--- src/rtl/multibyte_add_sequencer_pkg.sv ---
// Shared definitions for the multi-byte add sequencer: state encoding,
// byte width and the index-width helper.
package multibyte_add_sequencer_pkg;

  localparam int BYTE_W = 8;

  typedef enum logic [1:0] {
    IDLE = 2'd0,
    RUN  = 2'd1,
    DONE = 2'd2
  } state_e;

  // Byte index width: clog2 of the byte count, never narrower than one bit.
  function automatic int idx_width(input int nbytes);
    return (nbytes > 1) ? $clog2(nbytes) : 1;
  endfunction

endpackage

--- src/rtl/multibyte_add_sequencer_if.sv ---
// Bus bundle between the sequencer, its requester and the external 8-bit adder.
interface multibyte_add_sequencer_if
  import multibyte_add_sequencer_pkg::*;
#(
  parameter int NBYTES = 4
);

  logic                       start;
  logic                       op_sub;
  logic                       cin;
  logic [BYTE_W*NBYTES-1:0]   a_in;
  logic [BYTE_W*NBYTES-1:0]   b_in;
  logic [BYTE_W-1:0]          add_x;
  logic [BYTE_W-1:0]          add_y;
  logic                       add_c0;
  logic [BYTE_W-1:0]          add_s;
  logic                       add_c8;
  logic                       busy;
  logic                       done;
  logic [BYTE_W*NBYTES-1:0]   sum;
  logic                       cout;
  logic                       ovf;

  // Requester plus adder side.
  modport master (
    output start, op_sub, cin, a_in, b_in, add_s, add_c8,
    input  add_x, add_y, add_c0, busy, done, sum, cout, ovf
  );

  // Sequencer side.
  modport slave (
    input  start, op_sub, cin, a_in, b_in, add_s, add_c8,
    output add_x, add_y, add_c0, busy, done, sum, cout, ovf
  );

endinterface

--- src/rtl/multibyte_add_sequencer_byte_select.sv ---
// Combinational byte-lane mux: picks byte idx_i out of both latched operands.
module mas_byte_select
  import multibyte_add_sequencer_pkg::*;
#(
  parameter int NBYTES = 4,
  parameter int IDX_W  = 2
) (
  input  logic [BYTE_W*NBYTES-1:0] a_i,
  input  logic [BYTE_W*NBYTES-1:0] b_i,
  input  logic [IDX_W-1:0]         idx_i,
  output logic [BYTE_W-1:0]        a_byte_o,
  output logic [BYTE_W-1:0]        b_byte_o
);

  // Select the current byte lane of each operand.
  always_comb begin
    a_byte_o = a_i[int'(idx_i) * BYTE_W +: BYTE_W];
    b_byte_o = b_i[int'(idx_i) * BYTE_W +: BYTE_W];
  end

endmodule

--- src/rtl/multibyte_add_sequencer.sv ---
// Byte-serial front/back-end for an external 8-bit adder: feeds operands LSB
// byte first, chains carries and assembles the wide sum, carry-out and overflow.
module multibyte_add_sequencer
  import multibyte_add_sequencer_pkg::*;
#(
  parameter int NBYTES = 4
) (
  input logic                      clk,
  input logic                      rst,
  multibyte_add_sequencer_if.slave bus
);

  localparam int              W        = BYTE_W * NBYTES;
  localparam int              IDX_W    = idx_width(NBYTES);
  localparam logic [IDX_W-1:0] LAST_IDX = IDX_W'(NBYTES - 1);

  state_e             state_q, state_d;
  logic [W-1:0]       a_q;
  logic [W-1:0]       b_q;
  logic               carry_q;
  logic [IDX_W-1:0]   idx_q;
  logic [W-1:0]       sum_q;
  logic               cout_q;
  logic               ovf_q;
  logic [BYTE_W-1:0]  a_byte_s;
  logic [BYTE_W-1:0]  b_byte_s;
  logic               last_s;

  mas_byte_select #(
    .NBYTES (NBYTES),
    .IDX_W  (IDX_W)
  ) u_byte_select (
    .a_i      (a_q),
    .b_i      (b_q),
    .idx_i    (idx_q),
    .a_byte_o (a_byte_s),
    .b_byte_o (b_byte_s)
  );

  assign last_s = (idx_q == LAST_IDX);

  // State register.
  always_ff @(posedge clk or posedge rst) begin
    if (rst) begin
      state_q <= IDLE;
    end else begin
      state_q <= state_d;
    end
  end

  // Next-state logic: IDLE -> RUN on start, RUN for NBYTES cycles, one DONE cycle.
  always_comb begin
    state_d = state_q;
    case (state_q)
      IDLE: begin
        if (bus.start) state_d = RUN;
        else           state_d = IDLE;
      end
      RUN: begin
        if (last_s) state_d = DONE;
        else        state_d = RUN;
      end
      DONE:    state_d = IDLE;
      default: state_d = IDLE;
    endcase
  end

  // Operand latch on start; per-byte sum capture and carry chaining during RUN.
  always_ff @(posedge clk or posedge rst) begin
    if (rst) begin
      a_q     <= '0;
      b_q     <= '0;
      carry_q <= 1'b0;
      idx_q   <= '0;
      sum_q   <= '0;
      cout_q  <= 1'b0;
      ovf_q   <= 1'b0;
    end else begin
      case (state_q)
        IDLE: begin
          if (bus.start) begin
            a_q     <= bus.a_in;
            // Subtraction is A + ~B + 1; the +1 enters through the first carry.
            b_q     <= bus.op_sub ? ~bus.b_in : bus.b_in;
            carry_q <= bus.op_sub ? 1'b1 : bus.cin;
            idx_q   <= '0;
          end
        end
        RUN: begin
          sum_q[int'(idx_q) * BYTE_W +: BYTE_W] <= bus.add_s;
          carry_q <= bus.add_c8;
          if (last_s) begin
            cout_q <= bus.add_c8;
            // Overflow: operands share a sign that the result does not.
            ovf_q  <= (a_q[W-1] == b_q[W-1]) && (bus.add_s[BYTE_W-1] != a_q[W-1]);
          end else begin
            idx_q <= idx_q + IDX_W'(1);
          end
        end
        default: begin
        end
      endcase
    end
  end

  // Adder drive: current byte lanes and chained carry in RUN, quiet otherwise.
  always_comb begin
    bus.add_x  = 8'd0;
    bus.add_y  = 8'd0;
    bus.add_c0 = 1'b0;
    if (state_q == RUN) begin
      bus.add_x  = a_byte_s;
      bus.add_y  = b_byte_s;
      bus.add_c0 = carry_q;
    end else begin
      bus.add_x  = 8'd0;
      bus.add_y  = 8'd0;
      bus.add_c0 = 1'b0;
    end
  end

  assign bus.busy = (state_q == RUN) || (state_q == DONE);
  assign bus.done = (state_q == DONE);
  assign bus.sum  = sum_q;
  assign bus.cout = cout_q;
  assign bus.ovf  = ovf_q;

endmodule

--- src/flat_wrapper.sv ---
// flat-port wrapper written by rule: the top's interface ports become plain ports
module multibyte_add_sequencer_flat import multibyte_add_sequencer_pkg::*;
#(
  parameter int NBYTES = 4
)
  (clk, rst, bus_start, bus_op_sub, bus_cin, bus_a_in, bus_b_in, bus_add_s, bus_add_c8, bus_add_x, bus_add_y, bus_add_c0, bus_busy, bus_done, bus_sum, bus_cout, bus_ovf);
  multibyte_add_sequencer_if #(.NBYTES(NBYTES)) bus_i ();
  input logic clk;
  input logic rst;
  input wire logic [$bits(bus_i.start)-1:0] bus_start;
  input wire logic [$bits(bus_i.op_sub)-1:0] bus_op_sub;
  input wire logic [$bits(bus_i.cin)-1:0] bus_cin;
  input wire logic [$bits(bus_i.a_in)-1:0] bus_a_in;
  input wire logic [$bits(bus_i.b_in)-1:0] bus_b_in;
  input wire logic [$bits(bus_i.add_s)-1:0] bus_add_s;
  input wire logic [$bits(bus_i.add_c8)-1:0] bus_add_c8;
  output wire logic [$bits(bus_i.add_x)-1:0] bus_add_x;
  output wire logic [$bits(bus_i.add_y)-1:0] bus_add_y;
  output wire logic [$bits(bus_i.add_c0)-1:0] bus_add_c0;
  output wire logic [$bits(bus_i.busy)-1:0] bus_busy;
  output wire logic [$bits(bus_i.done)-1:0] bus_done;
  output wire logic [$bits(bus_i.sum)-1:0] bus_sum;
  output wire logic [$bits(bus_i.cout)-1:0] bus_cout;
  output wire logic [$bits(bus_i.ovf)-1:0] bus_ovf;
  assign bus_i.start = bus_start;
  assign bus_i.op_sub = bus_op_sub;
  assign bus_i.cin = bus_cin;
  assign bus_i.a_in = bus_a_in;
  assign bus_i.b_in = bus_b_in;
  assign bus_i.add_s = bus_add_s;
  assign bus_i.add_c8 = bus_add_c8;
  assign bus_add_x = bus_i.add_x;
  assign bus_add_y = bus_i.add_y;
  assign bus_add_c0 = bus_i.add_c0;
  assign bus_busy = bus_i.busy;
  assign bus_done = bus_i.done;
  assign bus_sum = bus_i.sum;
  assign bus_cout = bus_i.cout;
  assign bus_ovf = bus_i.ovf;
  multibyte_add_sequencer #(.NBYTES(NBYTES)) u_core (.clk(clk), .rst(rst), .bus(bus_i));
endmodule
--- config.mk ---
export PLATFORM = sky130hd
export DESIGN_NAME = multibyte_add_sequencer_flat
export DESIGN_NICKNAME = d
export VERILOG_FILES = /design/src/rtl/multibyte_add_sequencer_pkg.sv /design/src/rtl/multibyte_add_sequencer_if.sv /design/src/rtl/multibyte_add_sequencer_byte_select.sv /design/src/rtl/multibyte_add_sequencer.sv /design/src/flat_wrapper.sv
export SDC_FILE = /design/constraint.sdc
export NUM_CORES = 1
export LEC_CHECK = 0
export ABC_AREA = 1
export BUFFER_PORTS_ARGS = -buffer_cell sky130_fd_sc_hd__buf_2
export CELL_PAD_IN_SITES_DETAIL_PLACEMENT = 1
export CELL_PAD_IN_SITES_GLOBAL_PLACEMENT = 2
export CORE_MARGIN = 1.5
export CORE_UTILIZATION = 25
export CTS_BUF_LIST = sky130_fd_sc_hd__clkbuf_8 sky130_fd_sc_hd__clkbuf_16
export CTS_CLUSTER_SIZE = 24
export DETAILED_ROUTE_END_ITERATION = 8
export GPL_TIMING_DRIVEN = 0
export HOLD_SLACK_MARGIN = 0.15
export PLACE_DENSITY = 0.79
export SLEW_MARGIN = 20
export SYNTH_ARGS = -nofsm -noshare
export SYNTH_HDL_FRONTEND = slang
export SYNTH_SLANG_ARGS = --single-unit
--- constraint.sdc ---
create_clock -name clk -period 7.4 [get_ports clk]
set_input_delay 0.74 -clock clk [delete_from_list [all_inputs] [get_ports clk]]
set_output_delay 0.74 -clock clk [all_outputs]
set_load 0.03 [all_outputs]
# After elaboration in Yosys (flattened, before gate mapping)
# Index checks and enable logic that the tools add are counted.
dict set report totals {
  rom_bits 0
  ramBits 0
  elab_cells 44
  register_bits 103
  in_bits 78
  output_inout_bits 53
  n_memories 0
  latchBits 0
}
dict set report classes {
  muxes 14
  n_div 0
  add_sub_neg 2
  multipliers 0
  n_bitwise 1
  magnitude_cmp 0
  n_reduce_logical 8
  shifts 4
  eq_ne 7
}
# cell count
set ops {}
lappend ops {{variable part select 32 x 6 -> 8 bit} 2}
lappend ops {{negation 5 -> 33 bit} 1}
lappend ops {{variable shift 8 x 33 -> 32 bit, first input constant} 1}
lappend ops {{variable part select 8 x 33 -> 32 bit} 1}
lappend ops {{bitwise mux 32 bit} 1}
lappend ops {{2-to-1 mux 32 bit} 1}
lappend ops {{NOT 32 bit} 1}
lappend ops {{2-to-1 mux 8 bit} 2}
lappend ops {{case mux 2 bit (2 select lines)} 2}
lappend ops {{2-to-1 mux 2 bit} 3}
lappend ops {{AND reduction 2 bit} 3}
lappend ops {{equality test 2 bit, second input constant} 2}
lappend ops {{2-to-1 mux 1 bit} 4}
lappend ops {{!= test 2 bit, second input constant} 2}
lappend ops {{AND reduction 3 bit} 1}
lappend ops {{adder 2 x 1 -> 2 bit, second input constant} 1}
lappend ops {{equality test 2 x 1 -> 1 bit, second input constant} 1}
lappend ops {{logical NOT 2 bit} 1}
lappend ops {{case mux 1 bit (2 select lines)} 1}
lappend ops {{nonzero test 2 bit} 1}
lappend ops {{equality test 1 bit} 1}
lappend ops {{logical AND 1 bit} 1}
lappend ops {{logical OR 1 bit} 1}
lappend ops {{!= test 1 bit} 1}

# Logic depth before layout (Yosys ltp)
dict set report depth {
  depth_word 3
  ltp_mapped 10
  depth_no_buf 7
}

# By module
# From an unflattened synthesis, not the netlist that was laid out.
dict set report unflattened {
  hier_cells 751
  hier_area_um2 5554.1
}
# module cells_per_inst seq_area_each_um2 area_per_inst_um2 n_inst
set by_module_without_submodules {}
lappend by_module_without_submodules {multibyte_add_sequencer 563 2577.5 4748.3 1}
lappend by_module_without_submodules {mas_byte_select 188 0.0 805.8 1}

# Worst setup path before layout
# OpenSTA, ideal clock, no wires.
dict set report synth_timing {
  path_type {flip-flop to output port}
  startpoint {reg u_core.idx_q[1]}
  endpoint {out bus_add_x[0]}
  t_arrival_ns 1.390
  t_required_ns 6.660
  path_buffers 2
  path_slack_ns 5.270
  stages_incl_launch_ff 6
  path_cell_list {dfrtp_1 > buf_2 > inv_2 > buf_6 > nand3_1 > a21oi_1}
}
dict set report synth_via {
  elab_chain_len 2
}
# item line_no
set synth_rtl {}
lappend synth_rtl {{from (decl)} multibyte_add_sequencer.sv:21} ;# logic [IDX_W-1:0] idx_q;
lappend synth_rtl {{from (signal assigned)} multibyte_add_sequencer.sv:97} ;# idx_q <= idx_q + IDX_W'(1);
lappend synth_rtl {{variable part select 32 x 6 -> 8 bit} multibyte_add_sequencer_byte_select.sv:17} ;# a_byte_o = a_i[int'(idx_i) * BYTE_W +: BYTE_W];
lappend synth_rtl {{2-to-1 mux 8 bit} multibyte_add_sequencer.sv:111} ;# if (state_q == RUN) begin
lappend synth_rtl {{to (decl)} flat_wrapper.sv:17} ;# output wire logic [$bits(bus_i.add_x)-1:0] bus_add_x;
# Every way passes these cells.

# Worst setup path after layout
dict set report layout_timing {
  startpoint {reg u_core.idx_q[1]}
  endpoint {out bus_add_y[5]}
}
dict set report layout_via {
  elab_chain_len 2
}
# item line_no
set layout_rtl {}
lappend layout_rtl {{variable part select 32 x 6 -> 8 bit} multibyte_add_sequencer_byte_select.sv:18} ;# b_byte_o = b_i[int'(idx_i) * BYTE_W +: BYTE_W];
lappend layout_rtl {{2-to-1 mux 8 bit} multibyte_add_sequencer.sv:111}
lappend layout_rtl {{to (decl)} flat_wrapper.sv:18} ;# output wire logic [$bits(bus_i.add_y)-1:0] bus_add_y;
# Every way passes these cells.

==> flow_metrics.tcl <==
set metrics [dict create \
    drv_cap 0 \
    clock.fmax_ghz 0.365 \
    synth_cell_types 22 \
    postCtsResizedCells 0 \
    synth_largest_area_cell "dfrtp_1" \
    cts.sinks 103 \
    r2r_setup_slack_ns 5.37 \
    r2r-end "u_core.bus.sum[5]" \
    total_power_mw 2.88 \
    grt_pass1_wl_um 25700 \
    synth_area_leaders "dfrtp_1 (50%), nand2_1 (15%), o21ai_0 (7.9%), inv_1 (6.1%), xnor2_1 (5.5%)" \
    hp-class "in -> async" \
    syn-num-nets 726 \
    holdWs_ns 0.370 \
    peakVddDrop_mv 0.157 \
    gp_congestion 0.777 \
    io_pins 131 \
    final_area_sq_mm 0.00644 \
    r2r-start "u_core.idx_q[0]" \
    power_leakage_nw 3.39 \
    syn_inst 639 \
    drc 0 \
    dieArea_sq_mm 0.0214 \
    start_kind "flop" \
    ys_seq_elements 103 \
    final_cell_mix "nand2_1 (208), buf_2 (150), dfrtp_1 (103), inv_1 (84), o21ai_0 (81)" \
    drt_iter0_drc 215 \
    antenna_found_initial 0 \
    rr_worst_depth 8 \
    ctsRootBufferMaster "clkbuf_16" \
    utilization_pct 31.9 \
    end_kind "output pin" \
    die_w_um 146 \
    powerDensity_mw_per_mm2 447 \
    rows 52 \
    detail_route.wl_per_cell_um 15.2 \
    crit_fanout 10 \
    clk_latency_ns 0.36 \
    hold_buffers 0 \
    worstSetupPathType "reg -> out" \
    setup_violations 0 \
    tightestPinTransition_ns 0.605 \
    vias 4477 \
    rsz0062_at_grt "false" \
    vias_per_cell 4.25 \
    finalHoldViolations 0 \
    drive_above_1_share_pct 23.3 \
    ant_nets 0 \
    arrival_ns 2.00 \
    grt_max_degree 71 \
    period_needed_ns 2.74 \
    hpwl_um 12100 \
    ys_seq_area_share_pct 50.2 \
    max_slew_margin_pct 59.7 \
    n_antenna_cell 0 \
    clockBufferDepth 2 \
    cp-endpoint "bus_add_y[5]" \
    synth_top_area_share_pct 50.2 \
    first_global_vias 4693 \
    yosys_warnings 0 \
    syn2layout_area_growth_pct 25.5 \
    post_cts.repair.setup_buffers 0 \
    cts_buffers 9 \
    status "finished clean" \
    core_area_sq_mm 0.0202 \
    syn_area_sq_mm 0.00513 \
    syn_area_per_cell_sq_um 8.03 \
    fin_tns_setup_ns 0 \
    layout_commonest_cell "nand2_1" \
    grt_use_total_pct 15.7 \
    drt-total-wl_um 16000 \
    htree_levels 3 \
    gr-total-overflow 0 \
    required_ns 6.66 \
    report.final.slew_viol_count 0 \
    die_y_um 146 \
    portBuffers 129 \
    fin_crit_sh_pct 37.0 \
    fin_worst_skew_ns 0.00738 \
    clk_pin_slew_ns 0.07 \
    cp-startpoint "u_core.idx_q[1]" \
    initial_core_util_pct 25.4 \
    cts_tree "built" \
    final_nets 867 \
    place_area_sq_mm 0.00615 \
    first_pass_iters 4 \
]
## cells in the mapped netlist
library cell	count
ha_1	9
o21ai_0	81
xnor2_1	32
nand2_2	3
nand3b_1	1
nand3_1	37
nand2_1	208
clkbuf_1	3
nor2_2	1
inv_2	2
o21ai_1	15
buf_2	21
nand4_2	2
a21oi_1	17
buf_6	4
nand3_2	1
o211ai_1	1
buf_4	4
inv_4	1
inv_1	83
nor2_1	10
dfrtp_1	103
## cell type report
class                      count  area (sq um)
fill                        2507         13700
sequential                   103          2580
multi-input combinational    418          2040
timing repair buffer         130           673
tap                          270           338
inverter                      86           330
clock buffer                  10           239
buffer                        32           191
clock inverter                 5          51.3
## state kept, by name, summed over array words and instances, names as in the netlist
register         flops
u_core.a_q          32
u_core.bus.cout      1
u_core.bus.sum      32
u_core.b_q          32
u_core.state_q       2
u_core.carry_q       1
u_core.bus.ovf       1
u_core.idx_q         2
## metrics by stage
stage	worst slack, ns	std cells
finish	4.66	1054
global route	4.54	1054
CTS	4.62	1054
detailed placement	5.03	1039
global placement	2.53	1038
floorplan	3.96	639
## report_power, final
part / internal, mW / switching, mW / leakage [nW]
Sequential: 0.818 / 0.117 / 1.31
Clock: 0.268 / 0.214 / 0.151
Combinational: 0.428 / 1.03 / 1.92
## routing by layer
metal | up-vias | wire length [um] | global-route usage, %
met1 | 2124 | 7840 | 22.1
met5 | - | 0 | 0
li1 | 2263 | - | -
met3 | 13 | 471 | 2.22
met2 | 77 | 7410 | 24.4
met4 | 0 | 259 | 5.76
## worst min path at each step
stage | from | to | slack [ns]
2_1_floorplan | u_core.b_q[11] | u_core.b_q[11] | 0.45
3_3_place_gp | u_core.bus.sum[24] | u_core.bus.sum[24] | 0.46
3_5_place_dp | u_core.bus.sum[24] | u_core.bus.sum[24] | 0.47
4_1_cts | rst | u_core.bus.sum[19] | 0.37
5_1_grt | rst | u_core.bus.sum[21] | 0.39
6_report | rst | u_core.bus.sum[5] | 0.37
## kinds of logic (layout without fill, tap and decap cells)
logic type               Yosys count  in the layout  share of synthesized area (%)
adder cells (fa/ha/maj)            9              9                           2.19
XOR/XNOR                          32             32                           5.46
flip-flops                       103            103                           50.2
buffers and inverters            118            263                           10.1
AO/OA/AOI/OAI                    114            114                           11.2
AND/OR/NAND/NOR                  263            263                           20.9
## worst max-delay path, stage by stage (launching register included)
cell,delay [ns]
dfrtp_1,0.41
buf_2,0.25
buf_2,0.31
nand3_1,0.15
a21oi_1,0.25
buf_2,0.25
No activity file was read; power rests on OpenSTA's default activity.
